## config.mk

```make
export PLATFORM = sky130hd
export DESIGN_NAME = fpu_arbiter_flat
export DESIGN_NICKNAME = d
export VERILOG_FILES = /design/src/rtl/fpu_arbiter_if.sv /design/src/rtl/fpu_arbiter.sv /design/src/flat_wrapper.sv
export SDC_FILE = /design/constraint.sdc
export NUM_CORES = 1
export LEC_CHECK = 0
export ABC_AREA = 0
export CAP_MARGIN = 20
export CORE_MARGIN = 3
export CORE_UTILIZATION = 41
export DETAILED_ROUTE_END_ITERATION = 8
export PLACE_DENSITY = 0.83
export SYNTH_ARGS = -nofsm -noshare
export SYNTH_HDL_FRONTEND = slang
export SYNTH_SLANG_ARGS = --single-unit
```

## constraint.sdc

```tcl
create_clock -name CLK -period 1.8 [get_ports CLK]
set_input_delay 0.27 -clock CLK [delete_from_list [all_inputs] [get_ports CLK]]
set_output_delay 0.27 -clock CLK [all_outputs]
set_load 0.02 [all_outputs]
```

## src/rtl/fpu_arbiter_if.sv

```systemverilog
// Requester, FPU and response signals of the shared-FPU issue arbiter.
// master = requesters + FPU side, slave = arbiter.
interface fpu_arbiter_if;
    logic        req0_valid;
    logic        req0_ready;
    logic [3:0]  req0_op;
    logic [31:0] req0_a;
    logic [31:0] req0_b;
    logic [4:0]  req0_rd;
    logic        req1_valid;
    logic        req1_ready;
    logic [3:0]  req1_op;
    logic [31:0] req1_a;
    logic [31:0] req1_b;
    logic [4:0]  req1_rd;
    logic        flush0;
    logic        flush1;
    logic        fpu_in_valid;
    logic [3:0]  fpu_op;
    logic [31:0] fpu_a;
    logic [31:0] fpu_b;
    logic [31:0] fpu_result;
    logic        rsp0_valid;
    logic [31:0] rsp0_data;
    logic [4:0]  rsp0_rd;
    logic        rsp1_valid;
    logic [31:0] rsp1_data;
    logic [4:0]  rsp1_rd;
    logic        busy;

    modport master (
        output req0_valid, req0_op, req0_a, req0_b, req0_rd,
        output req1_valid, req1_op, req1_a, req1_b, req1_rd,
        output flush0, flush1, fpu_result,
        input  req0_ready, req1_ready,
        input  fpu_in_valid, fpu_op, fpu_a, fpu_b,
        input  rsp0_valid, rsp0_data, rsp0_rd,
        input  rsp1_valid, rsp1_data, rsp1_rd, busy
    );

    modport slave (
        input  req0_valid, req0_op, req0_a, req0_b, req0_rd,
        input  req1_valid, req1_op, req1_a, req1_b, req1_rd,
        input  flush0, flush1, fpu_result,
        output req0_ready, req1_ready,
        output fpu_in_valid, fpu_op, fpu_a, fpu_b,
        output rsp0_valid, rsp0_data, rsp0_rd,
        output rsp1_valid, rsp1_data, rsp1_rd, busy
    );
endinterface

```

## src/rtl/fpu_arbiter.sv

```systemverilog
// Round-robin issue arbiter and owner/rd tracker for a shared pipelined FPU.
// Latency: operands registered on accept; result returned LATENCY+1 edges after accept.
// Backpressure: ready is combinational grant; responses are strobes with no backpressure.
module fpu_arbiter #(
    parameter int LATENCY = 4
) (
    input  logic         CLK,
    input  logic         reset,
    fpu_arbiter_if.slave bus
);
    typedef struct packed {
        logic       vld;
        logic       owner;
        logic [4:0] rd;
    } trk_t;

    trk_t        stage [0:LATENCY];
    trk_t        issue;
    trk_t        tail;
    logic        last_grant;
    logic        ready0;
    logic        ready1;
    logic        hs;
    logic        busy_any;
    logic        fpu_in_valid_q;
    logic [3:0]  fpu_op_q;
    logic [31:0] fpu_a_q;
    logic [31:0] fpu_b_q;
    logic        rsp0_valid_q;
    logic [31:0] rsp0_data_q;
    logic [4:0]  rsp0_rd_q;
    logic        rsp1_valid_q;
    logic [31:0] rsp1_data_q;
    logic [4:0]  rsp1_rd_q;

    // A flushed owner's entry is dropped as it moves, so the tail capture sees it too.
    function automatic trk_t scrub(trk_t t, logic f0, logic f1);
        trk_t r;
        r = t;
        if ((t.owner && f1) || (!t.owner && f0)) r.vld = 1'b0;
        return r;
    endfunction

    always_comb begin
        ready0 = bus.req0_valid && !bus.flush0 &&
                 (!bus.req1_valid || bus.flush1 || last_grant);
        ready1 = bus.req1_valid && !bus.flush1 &&
                 (!bus.req0_valid || bus.flush0 || !last_grant);
        hs     = ready0 || ready1;
        issue.vld   = hs;
        issue.owner = ready1;
        issue.rd    = ready1 ? bus.req1_rd : bus.req0_rd;
        tail   = scrub(stage[LATENCY], bus.flush0, bus.flush1);
        busy_any = 1'b0;
        for (int i = 0; i <= LATENCY; i++) busy_any = busy_any | stage[i].vld;
    end

    always_ff @(posedge CLK or negedge reset) begin
        if (!reset) begin
            for (int i = 0; i <= LATENCY; i++) stage[i] <= '0;
            last_grant     <= 1'b1;
            fpu_in_valid_q <= 1'b0;
            fpu_op_q       <= '0;
            fpu_a_q        <= '0;
            fpu_b_q        <= '0;
            rsp0_valid_q   <= 1'b0;
            rsp0_data_q    <= '0;
            rsp0_rd_q      <= '0;
            rsp1_valid_q   <= 1'b0;
            rsp1_data_q    <= '0;
            rsp1_rd_q      <= '0;
        end else begin
            stage[0] <= issue;
            for (int i = 1; i <= LATENCY; i++)
                stage[i] <= scrub(stage[i-1], bus.flush0, bus.flush1);
            fpu_in_valid_q <= hs;
            if (hs) begin
                last_grant <= ready1;
                fpu_op_q   <= ready1 ? bus.req1_op : bus.req0_op;
                fpu_a_q    <= ready1 ? bus.req1_a  : bus.req0_a;
                fpu_b_q    <= ready1 ? bus.req1_b  : bus.req0_b;
            end
            rsp0_valid_q <= tail.vld && !tail.owner;
            rsp1_valid_q <= tail.vld && tail.owner;
            if (tail.vld && !tail.owner) begin
                rsp0_data_q <= bus.fpu_result;
                rsp0_rd_q   <= tail.rd;
            end
            if (tail.vld && tail.owner) begin
                rsp1_data_q <= bus.fpu_result;
                rsp1_rd_q   <= tail.rd;
            end
        end
    end

    assign bus.req0_ready   = ready0;
    assign bus.req1_ready   = ready1;
    assign bus.fpu_in_valid = fpu_in_valid_q;
    assign bus.fpu_op       = fpu_op_q;
    assign bus.fpu_a        = fpu_a_q;
    assign bus.fpu_b        = fpu_b_q;
    assign bus.rsp0_valid   = rsp0_valid_q;
    assign bus.rsp0_data    = rsp0_data_q;
    assign bus.rsp0_rd      = rsp0_rd_q;
    assign bus.rsp1_valid   = rsp1_valid_q;
    assign bus.rsp1_data    = rsp1_data_q;
    assign bus.rsp1_rd      = rsp1_rd_q;
    assign bus.busy         = busy_any;
endmodule

```

## src/flat_wrapper.sv

```systemverilog
// flat-port wrapper written by rule: the top's interface ports become plain ports
module fpu_arbiter_flat 
#(
    parameter int LATENCY = 4
)
  (CLK, reset, bus_req0_valid, bus_req0_op, bus_req0_a, bus_req0_b, bus_req0_rd, bus_req1_valid, bus_req1_op, bus_req1_a, bus_req1_b, bus_req1_rd, bus_flush0, bus_flush1, bus_fpu_result, bus_req0_ready, bus_req1_ready, bus_fpu_in_valid, bus_fpu_op, bus_fpu_a, bus_fpu_b, bus_rsp0_valid, bus_rsp0_data, bus_rsp0_rd, bus_rsp1_valid, bus_rsp1_data, bus_rsp1_rd, bus_busy);
  fpu_arbiter_if bus_i ();
  input  logic CLK;
  input  logic reset;
  input wire logic [$bits(bus_i.req0_valid)-1:0] bus_req0_valid;
  input wire logic [$bits(bus_i.req0_op)-1:0] bus_req0_op;
  input wire logic [$bits(bus_i.req0_a)-1:0] bus_req0_a;
  input wire logic [$bits(bus_i.req0_b)-1:0] bus_req0_b;
  input wire logic [$bits(bus_i.req0_rd)-1:0] bus_req0_rd;
  input wire logic [$bits(bus_i.req1_valid)-1:0] bus_req1_valid;
  input wire logic [$bits(bus_i.req1_op)-1:0] bus_req1_op;
  input wire logic [$bits(bus_i.req1_a)-1:0] bus_req1_a;
  input wire logic [$bits(bus_i.req1_b)-1:0] bus_req1_b;
  input wire logic [$bits(bus_i.req1_rd)-1:0] bus_req1_rd;
  input wire logic [$bits(bus_i.flush0)-1:0] bus_flush0;
  input wire logic [$bits(bus_i.flush1)-1:0] bus_flush1;
  input wire logic [$bits(bus_i.fpu_result)-1:0] bus_fpu_result;
  output wire logic [$bits(bus_i.req0_ready)-1:0] bus_req0_ready;
  output wire logic [$bits(bus_i.req1_ready)-1:0] bus_req1_ready;
  output wire logic [$bits(bus_i.fpu_in_valid)-1:0] bus_fpu_in_valid;
  output wire logic [$bits(bus_i.fpu_op)-1:0] bus_fpu_op;
  output wire logic [$bits(bus_i.fpu_a)-1:0] bus_fpu_a;
  output wire logic [$bits(bus_i.fpu_b)-1:0] bus_fpu_b;
  output wire logic [$bits(bus_i.rsp0_valid)-1:0] bus_rsp0_valid;
  output wire logic [$bits(bus_i.rsp0_data)-1:0] bus_rsp0_data;
  output wire logic [$bits(bus_i.rsp0_rd)-1:0] bus_rsp0_rd;
  output wire logic [$bits(bus_i.rsp1_valid)-1:0] bus_rsp1_valid;
  output wire logic [$bits(bus_i.rsp1_data)-1:0] bus_rsp1_data;
  output wire logic [$bits(bus_i.rsp1_rd)-1:0] bus_rsp1_rd;
  output wire logic [$bits(bus_i.busy)-1:0] bus_busy;
  assign bus_i.req0_valid = bus_req0_valid;
  assign bus_i.req0_op = bus_req0_op;
  assign bus_i.req0_a = bus_req0_a;
  assign bus_i.req0_b = bus_req0_b;
  assign bus_i.req0_rd = bus_req0_rd;
  assign bus_i.req1_valid = bus_req1_valid;
  assign bus_i.req1_op = bus_req1_op;
  assign bus_i.req1_a = bus_req1_a;
  assign bus_i.req1_b = bus_req1_b;
  assign bus_i.req1_rd = bus_req1_rd;
  assign bus_i.flush0 = bus_flush0;
  assign bus_i.flush1 = bus_flush1;
  assign bus_i.fpu_result = bus_fpu_result;
  assign bus_req0_ready = bus_i.req0_ready;
  assign bus_req1_ready = bus_i.req1_ready;
  assign bus_fpu_in_valid = bus_i.fpu_in_valid;
  assign bus_fpu_op = bus_i.fpu_op;
  assign bus_fpu_a = bus_i.fpu_a;
  assign bus_fpu_b = bus_i.fpu_b;
  assign bus_rsp0_valid = bus_i.rsp0_valid;
  assign bus_rsp0_data = bus_i.rsp0_data;
  assign bus_rsp0_rd = bus_i.rsp0_rd;
  assign bus_rsp1_valid = bus_i.rsp1_valid;
  assign bus_rsp1_data = bus_i.rsp1_data;
  assign bus_rsp1_rd = bus_i.rsp1_rd;
  assign bus_busy = bus_i.busy;
  fpu_arbiter #(.LATENCY(LATENCY)) u_core (.CLK(CLK), .reset(reset), .bus(bus_i));
endmodule
```

==> results by group, run 1 <==
Run status
  – Outcome: complete, no violations

Worst setup path
  – CP Class: reg2out
  – Reg2Reg Depth: 5
  – R2R Setup Slk: 90 ps
  – CP peak stage delay: 550 ps
  – Max FO, Critical Path: 2
  – Crit end category: output port
  – Critical R2R Capture: u_core.stage[29]
  – Worst r2r src: u_core.last_grant
  – Type of origin of the critical path: register
  – Cell Chain, Critical Path: buf_4, a21o_2, inv_1, clkdlybuf4s15_2
  – Critical Path Slowest Stage Cell: dfstp_2
  – CP arrival: 1480 ps
  – CP Data Required Time: 1530 ps

Power and ir drop
  – P_leak: 4.68 nW
  – Pwr/cell area: 1000 mW/mm^2
  – Peak supply drop: 856 uV

Clock network
  – Root buffer cell: clkbuf_16
  – TritonCTS Buffers: 17
  – H-tree depth reported by CTS: 4
  – Worst-Skew Late Latency: 420 ps
  – Clock Sinks: 180
  – CTS tree: done
  – Clk buf depth: 2
  – Clk pin slew, worst setup/hold paths: 80 ps

Yosys
  – Top-count cell post-synth: dfrtp_1
  – Synth Warn #: 0
  – Post-Synthesis Cells: 458
  – Yosys cell types: 22
  – Top-area cell type share of the netlist area: 0.635
  – Synth Cell Area: 0.00706 sq mm
  – Synth area leader: dfrtp_1
  – Avg Cell Area, Syn: 15.4 sq um
  – Number of enable flip-flop cells after synthesis: 0
  – Flops & latches, synth: 180
  – Top post-synthesis cells by count: 179 x dfrtp_1, 79 x mux2_2, 69 x nand3b_1
  – Syn nets: 642
  – Seq/Total Area, Yosys: 0.638
  – Ys async rst share: 1.00
  – Post-synth top flop: dfrtp_1
  – Top post-synthesis cells by area: dfrtp_1 63%, mux2_2 13%, o221a_1 7.7%

Layout
  – Finished Layout Cells: 1027
  – Area of the multi-input gates: 0.00233 sq mm
  – Reg area: 0.00451 sq mm
  – Layout cells sized above 1: 0.200
  – Synth-to-Final Area Change: 59.7%
  – Fillers: 1171
  – Layout net count: 974

Timing
  – Hold Vio Cnt, Final: 0
  – Final slew viol count: 0
  – Worst Max-Slew Pin Slew: 620 ps
  – RSZ-0062 raised after global routing: no
  – Fin Clk Skew: 11.4 ps
  – Minimum clock period: 1750 ps
  – Final setup fails: 0
  – Final worst path period share: 0.973
  – Final worst-path setup slack: 48.5 ps
  – Max Clk Rate: 571 MHz
  – Setup_tns: 0 ps
  – Slew Limit Headroom: 0.587

Global routing
  – Vias in the first global route: 5770
  – GR Util met2: 0.385
  – Met3 GRT Util: 0.0690
  – First-pass GRT wire length: 32100 um
  – Gr busiest metal: met2
  – Initial antenna violation count: 1
  – Largest net degree at the start of global routing: 69
  – All-layer global routing usage: 0.223
  – Gr ovfl total: 0
  – Met1 GRT Util: 0.262

Route
  – Drt total wl: 21400 um
  – Vias: 5373
  – DRC errors left: 0
  – Iteration-0 DRC Markers: 189
  – Antenna viol nets, final: 0
  – Wire per inst: 20.9 um
  – Pre-antenna DRT Iters: 4
  – Via/cell ratio: 5.23

Hold path
  – Worst Hold Path Cells: 0
  – Worst Min Path Start: u_core.stage[9]
  – Hold endpoint: u_core.stage[2]
  – Worst Hold Class: reg2reg

Die
  – Die H: 137 um
  – Initial Util: 0.423
  – IO Pins: 332
  – Die Area: 0.0188 sq mm
  – Core area: 0.0167 sq mm
  – Row cnt: 47
  – Width of the die: 137 um

Place
  – Buffers on Ports: 331
  – Placed Instances: 990
  – Dpl hpwl: 15500 um
  – Setup slack at placement: -405 ps
  – Gpl congestion: 0.845

Run
  – Maxcap violations: 0
-- routing by layer --
metal | up-vias | routed length, um
li1 | 2405 | -
met1 | 2692 | 8190
met2 | 246 | 11000
met3 | 30 | 1800
met4 | 0 | 406
met5 | - | 0
-- state kept, by name (all words and copies together), names as in the netlist --
register and flops:
u_core.bus.rsp0_rd 5, u_core.bus.fpu_b 32, u_core.bus.rsp0_valid 1, u_core.bus.fpu_op 4, u_core.stage 35, u_core.bus.rsp1_valid 1
u_core.bus.rsp1_rd 5, u_core.last_grant 1, u_core.bus.rsp1_data 32, u_core.bus.rsp0_data 32, u_core.bus.fpu_a 32
-- critical path: cells and delay by family (launching register included) --
| kind | cells | cell delay (ps) |
|---|---|---|
| buffers and inverters | 3 | 410 |
| DFF | 1 | 550 |
| AOI/OAI and AO/OA | 1 | 120 |
-- cell type report --
type	instances	share of cell area
timing repair buffer	352	0.315
clock buffer	18	0.0390
sequential	180	0.400
multi-input combinational	237	0.207
antenna	4	0.000888
tap	220	0.0244
clock inverter	14	0.0128
inverter	2	0.000666
-- worst max path at each step --
stage	from	to	slack [ps]	cells past startpoint
4_1_cts	u_core.last_grant	bus_req0_ready	-60	3
5_1_grt	u_core.last_grant	bus_req1_ready	1	4
3_5_place_dp	bus_flush1	bus_req0_ready	-400	4
2_1_floorplan	u_core.last_grant	bus_req0_ready	240	5
6_report	u_core.last_grant	bus_req1_ready	50	4
3_3_place_gp	bus_flush1	bus_req0_ready	-390	4
-- power by group --
part           switching, mW  total, mW  leakage [nW]  internal [mW]
registers              0.306       4.87          2.21           4.56
clock network           1.70       3.57         0.280           1.88
logic                   1.27       2.84          2.20           1.57
-- per-stage QoR --
stage	area, sq um	power (mW)	utilization	hold slack (ps)
after floorplan	7060	6.08	-	-25.6
final	11300	11.3	0.675	343
after global routing	11300	11.8	0.674	348
after CTS	11200	11.4	0.673	345
after global placement	10700	7.70	0.638	242
after detailed placement	10700	7.78	0.638	250
-- cells by family after synthesis --
family / synth area share
mux: 0.132
simple gates: 0.0862
buf+inv: 0.0340
compound gates: 0.110
flops: 0.638
-- timing repair --
| action | CTS | global route |
|---|---|---|
| gates resized for setup | 8 | 5 |
| hold buffers | 1 | 0 |
| endpoints found under the setup margin | 3 | 3 |
| gates cloned | 0 | 0 |
| endpoints found under the hold margin | 45 | 0 |
| pin swaps | 0 | 0 |
| setup buffers | 0 | 0 |
-- cell usage in the layout (no fill, tap or decap), drive strengths merged --
cell,count
nor3,1
diode,4
nand2b,2
clkinvlp,2
nor3b,1
clkbuf,18
mux2i,4
a21o,1
dlygate4sd2,1
and2,5
nand3b,69
o221a,68
dlygate4sd3,1
mux2,79
clkinv,7
or3b,1
dfrtp,179
buf,22
clkdlybuf4s50,326
nand2,4
dlymetal6s2s,1
clkdlybuf4s15,1
nor2b,1
dfstp,1
inv,7
nor2,1
Note: power is estimated with default switching activity, not from simulation.
==> run 2, diff against run 1 <==
Settings changed: CORE_UTILIZATION 41 to 35, PLACE_DENSITY 0.83 to 0.73, SLEW_MARGIN set to 20.
==> results by group, run 2 (synthesis gave the netlist of run 1 again) <==
Power and ir drop
  – Pwr/cell area: 1000 mW/mm^2 (about the same)
  – Peak supply drop: 564 uV (-34%)
  – Flop pwr share: 0.428 (-0.003)
  – P_leak: 4.68 nW (about the same)
  – Pwr Total: 11.3 mW (+0.40%)
  – Sw Share: 0.294 (+0.00384)
  – Internal power: 8.00 mW (-0.14%)
  – Comb power frac: 0.250 (-0.002)
  – Sw power: 3.33 mW (+1.7%)
  – Clock share of power: 0.322 (+0.005)

Timing
  – Final worst path period share: 0.970 (-0.00282)
  – Slew Limit Headroom: 0.648 (+0.0612)
  – RSZ-0062 raised after global routing: no
  – Max Clk Rate: 573 MHz (+0.29%)
  – Worst Max-Slew Pin Slew: 528 ps (-91.8 ps)
  – Fin Clk Skew: 10.2 ps (-1.15 ps)
  – Final setup fails: 0 (unchanged)
  – Final slew viol count: 0 (unchanged)
  – Hold Vio Cnt, Final: 0 (unchanged)
  – Minimum clock period: 1750 ps (-5.08 ps)
  – Final worst-path setup slack: 53.6 ps (+5.08 ps)

Die
  – IO Pins: 332 (unchanged)
  – Initial Util: 0.359 (-0.0635)
  – Width of the die: 148 um (+7.9%)
  – Die Area: 0.0219 sq mm (+16%)
  – Row cnt: 51 (+8.5%)
  – Core area: 0.0197 sq mm (+18%)
  – Die H: 148 um (+7.9%)

Layout
  – Commonest non-fill, non-tap cell in the layout: clkdlybuf4s50_1
  – Number of diodes: 0 (-4)
  – Finished Layout Cells: 1066 (+3.8%)
  – Most flops, register: u_core.stage
  – Synth-to-Final Area Change: 60.1%
  – Final Util: 0.575 (-0.0996)
  – Commonest cells after routing, fill and taps aside: 325 x clkdlybuf4s50_1, 179 x dfrtp_1, 79 x mux2_2, 69 x nand3b_1, 48 x o221a_1
  – Number of flip-flops in the largest register: 35 (unchanged)
  – Layout cells sized above 1: 0.197 (-0.00324)
  – Fillers: 1618 (+38%)
  – Layout net count: 972 (-0.21%)

Worst setup path
  – CP Class: reg2out
  – Max FO, Critical Path: 2 (unchanged)
  – CP Data Required Time: 1530 ps (about the same)
  – Crit end category: output port
  – Type of origin of the critical path: register
  – CP arrival: 1480 ps (about the same)

Clock network
  – CTS tree: done
  – TritonCTS Buffers: 17 (unchanged)
  – Root buffer cell: clkbuf_16
  – Worst-Skew Late Latency: 420 ps (about the same)
  – H-tree depth reported by CTS: 4 (unchanged)
  – Clk pin slew, worst setup/hold paths: 80 ps (about the same)
  – Clk buf depth: 2 (unchanged)
  – Clock Sinks: 180 (unchanged)

Global routing
  – First-pass GRT wire length: 32100 um (+0.26%)
  – Gr ovfl total: 0 (unchanged)
  – All-layer global routing usage: 0.186 (-0.0369)
  – Largest net degree at the start of global routing: 69 (unchanged)
  – Vias in the first global route: 5809 (+0.68%)
  – Initial antenna violation count: 2 (+1)

Run status
  – Outcome: complete, no violations

Route
  – Vias: 5253 (-2.2%)
  – Pre-antenna DRT Iters: 4 (unchanged)
  – Drt total wl: 20400 um (-5.0%)
  – Wire per inst: 19.1 um (-8.5%)
  – Via/cell ratio: 4.93 (-5.8%)
  – DRC errors left: 0 (unchanged)
  – Iteration-0 DRC Markers: 203 (+7.4%)
  – Antenna viol nets, final: 0 (unchanged)

Place
  – Buffers on Ports: 331 (unchanged)
  – Dpl hpwl: 15200 um (-2.2%)
  – Placed Instances: 1033 (+4.3%)
  – Gpl congestion: 0.822 (-2.8%)
  – Setup slack at placement: -403 ps (+1.46 ps)

Hold path
  – Worst Hold Class: in2async

Run
  – Maxcap violations: 0 (unchanged)
## run 2: power by group through the flow
stage               Combinational [mW]  Clock (mW)  Sequential, mW
CTS                               2.87        3.75            4.85
global route                      2.98        3.95            4.91
global placement                  2.81           0            4.89
detailed placement                2.86           0            4.91
floorplan                        0.631           0            5.45
finish                            2.83        3.65            4.85
## run 2: cell type report
class                   count  area, sq um  area share
flip-flops and latches    180         4510       0.399
repair buffers            350         3530       0.313
multi-input cells         237         2330       0.206
clock buffers              18          429      0.0380
well taps                 265          332      0.0293
clock inverters            14          160      0.0142
inverters                   2         7.51    0.000664
## run 2: what timing repair did
item	4_1_cts	5_1_grt
hold buffers	1	0
hold endpoints to repair	24	0
resized for setup	11	4
endpoints found under the setup margin	3	5
gates cloned	0	0
setup buffers	0	0
## run 2: final timing paths
| check | depth (start not counted) | slack [ps] | startpoint | end |
|---|---|---|---|---|
| min in group CLK | 0 | 340 | u_core.stage[7] | u_core.stage[0] |
| worst min register to register | 0 | 340 | u_core.stage[7] | u_core.stage[0] |
| worst min-delay path | 2 | 280 | reset | u_core.bus.rsp1_data[25] |
| worst max register to register | 4 | 180 | u_core.last_grant | u_core.stage[32] |
| worst max-delay path | 3 | 50 | u_core.last_grant | bus_req0_ready |
| max in group asynchronous | 3 | 890 | reset | u_core.bus.fpu_b[19] |
## run 2: per-layer routing
metal | track usage | vias up | routed length [um] | part of all wire
met5 | 0 | - | 27 | 0.0013
met4 | 0.0503 | 4 | 359 | 0.018
met3 | 0.0690 | 28 | 1660 | 0.082
met2 | 0.319 | 241 | 10200 | 0.50
met1 | 0.221 | 2587 | 8110 | 0.40
li1 | - | 2393 | - | -
## run 2: metrics by stage
| stage | hold WS, ps | cell area (sq um) | TNS [ps] |
|---|---|---|---|
| 2_1_floorplan | -25.6 | 7060 | 0 |
| 3_3_place_gp | 167 | 10700 | -22180 |
| 3_5_place_dp | 170 | 10700 | -26320 |
| 4_1_cts | 285 | 11300 | 0 |
| 5_1_grt | 270 | 11300 | 0 |
| 6_report | 280 | 11300 | 0 |
## run 2: worst max-delay path, cell delays in order (launching register included)
cell and delay, ps:
dfstp_2 370, or3b_4 370, and2_4 160, buf_4 150
==> run 3, diff against run 2 <==
Settings changed: CTS_CLUSTER_DIAMETER set to 80, SLEW_MARGIN 20 to unset.
==> results of run 3 <==
Final layout, timing and power as in run 2 (identical DEF).
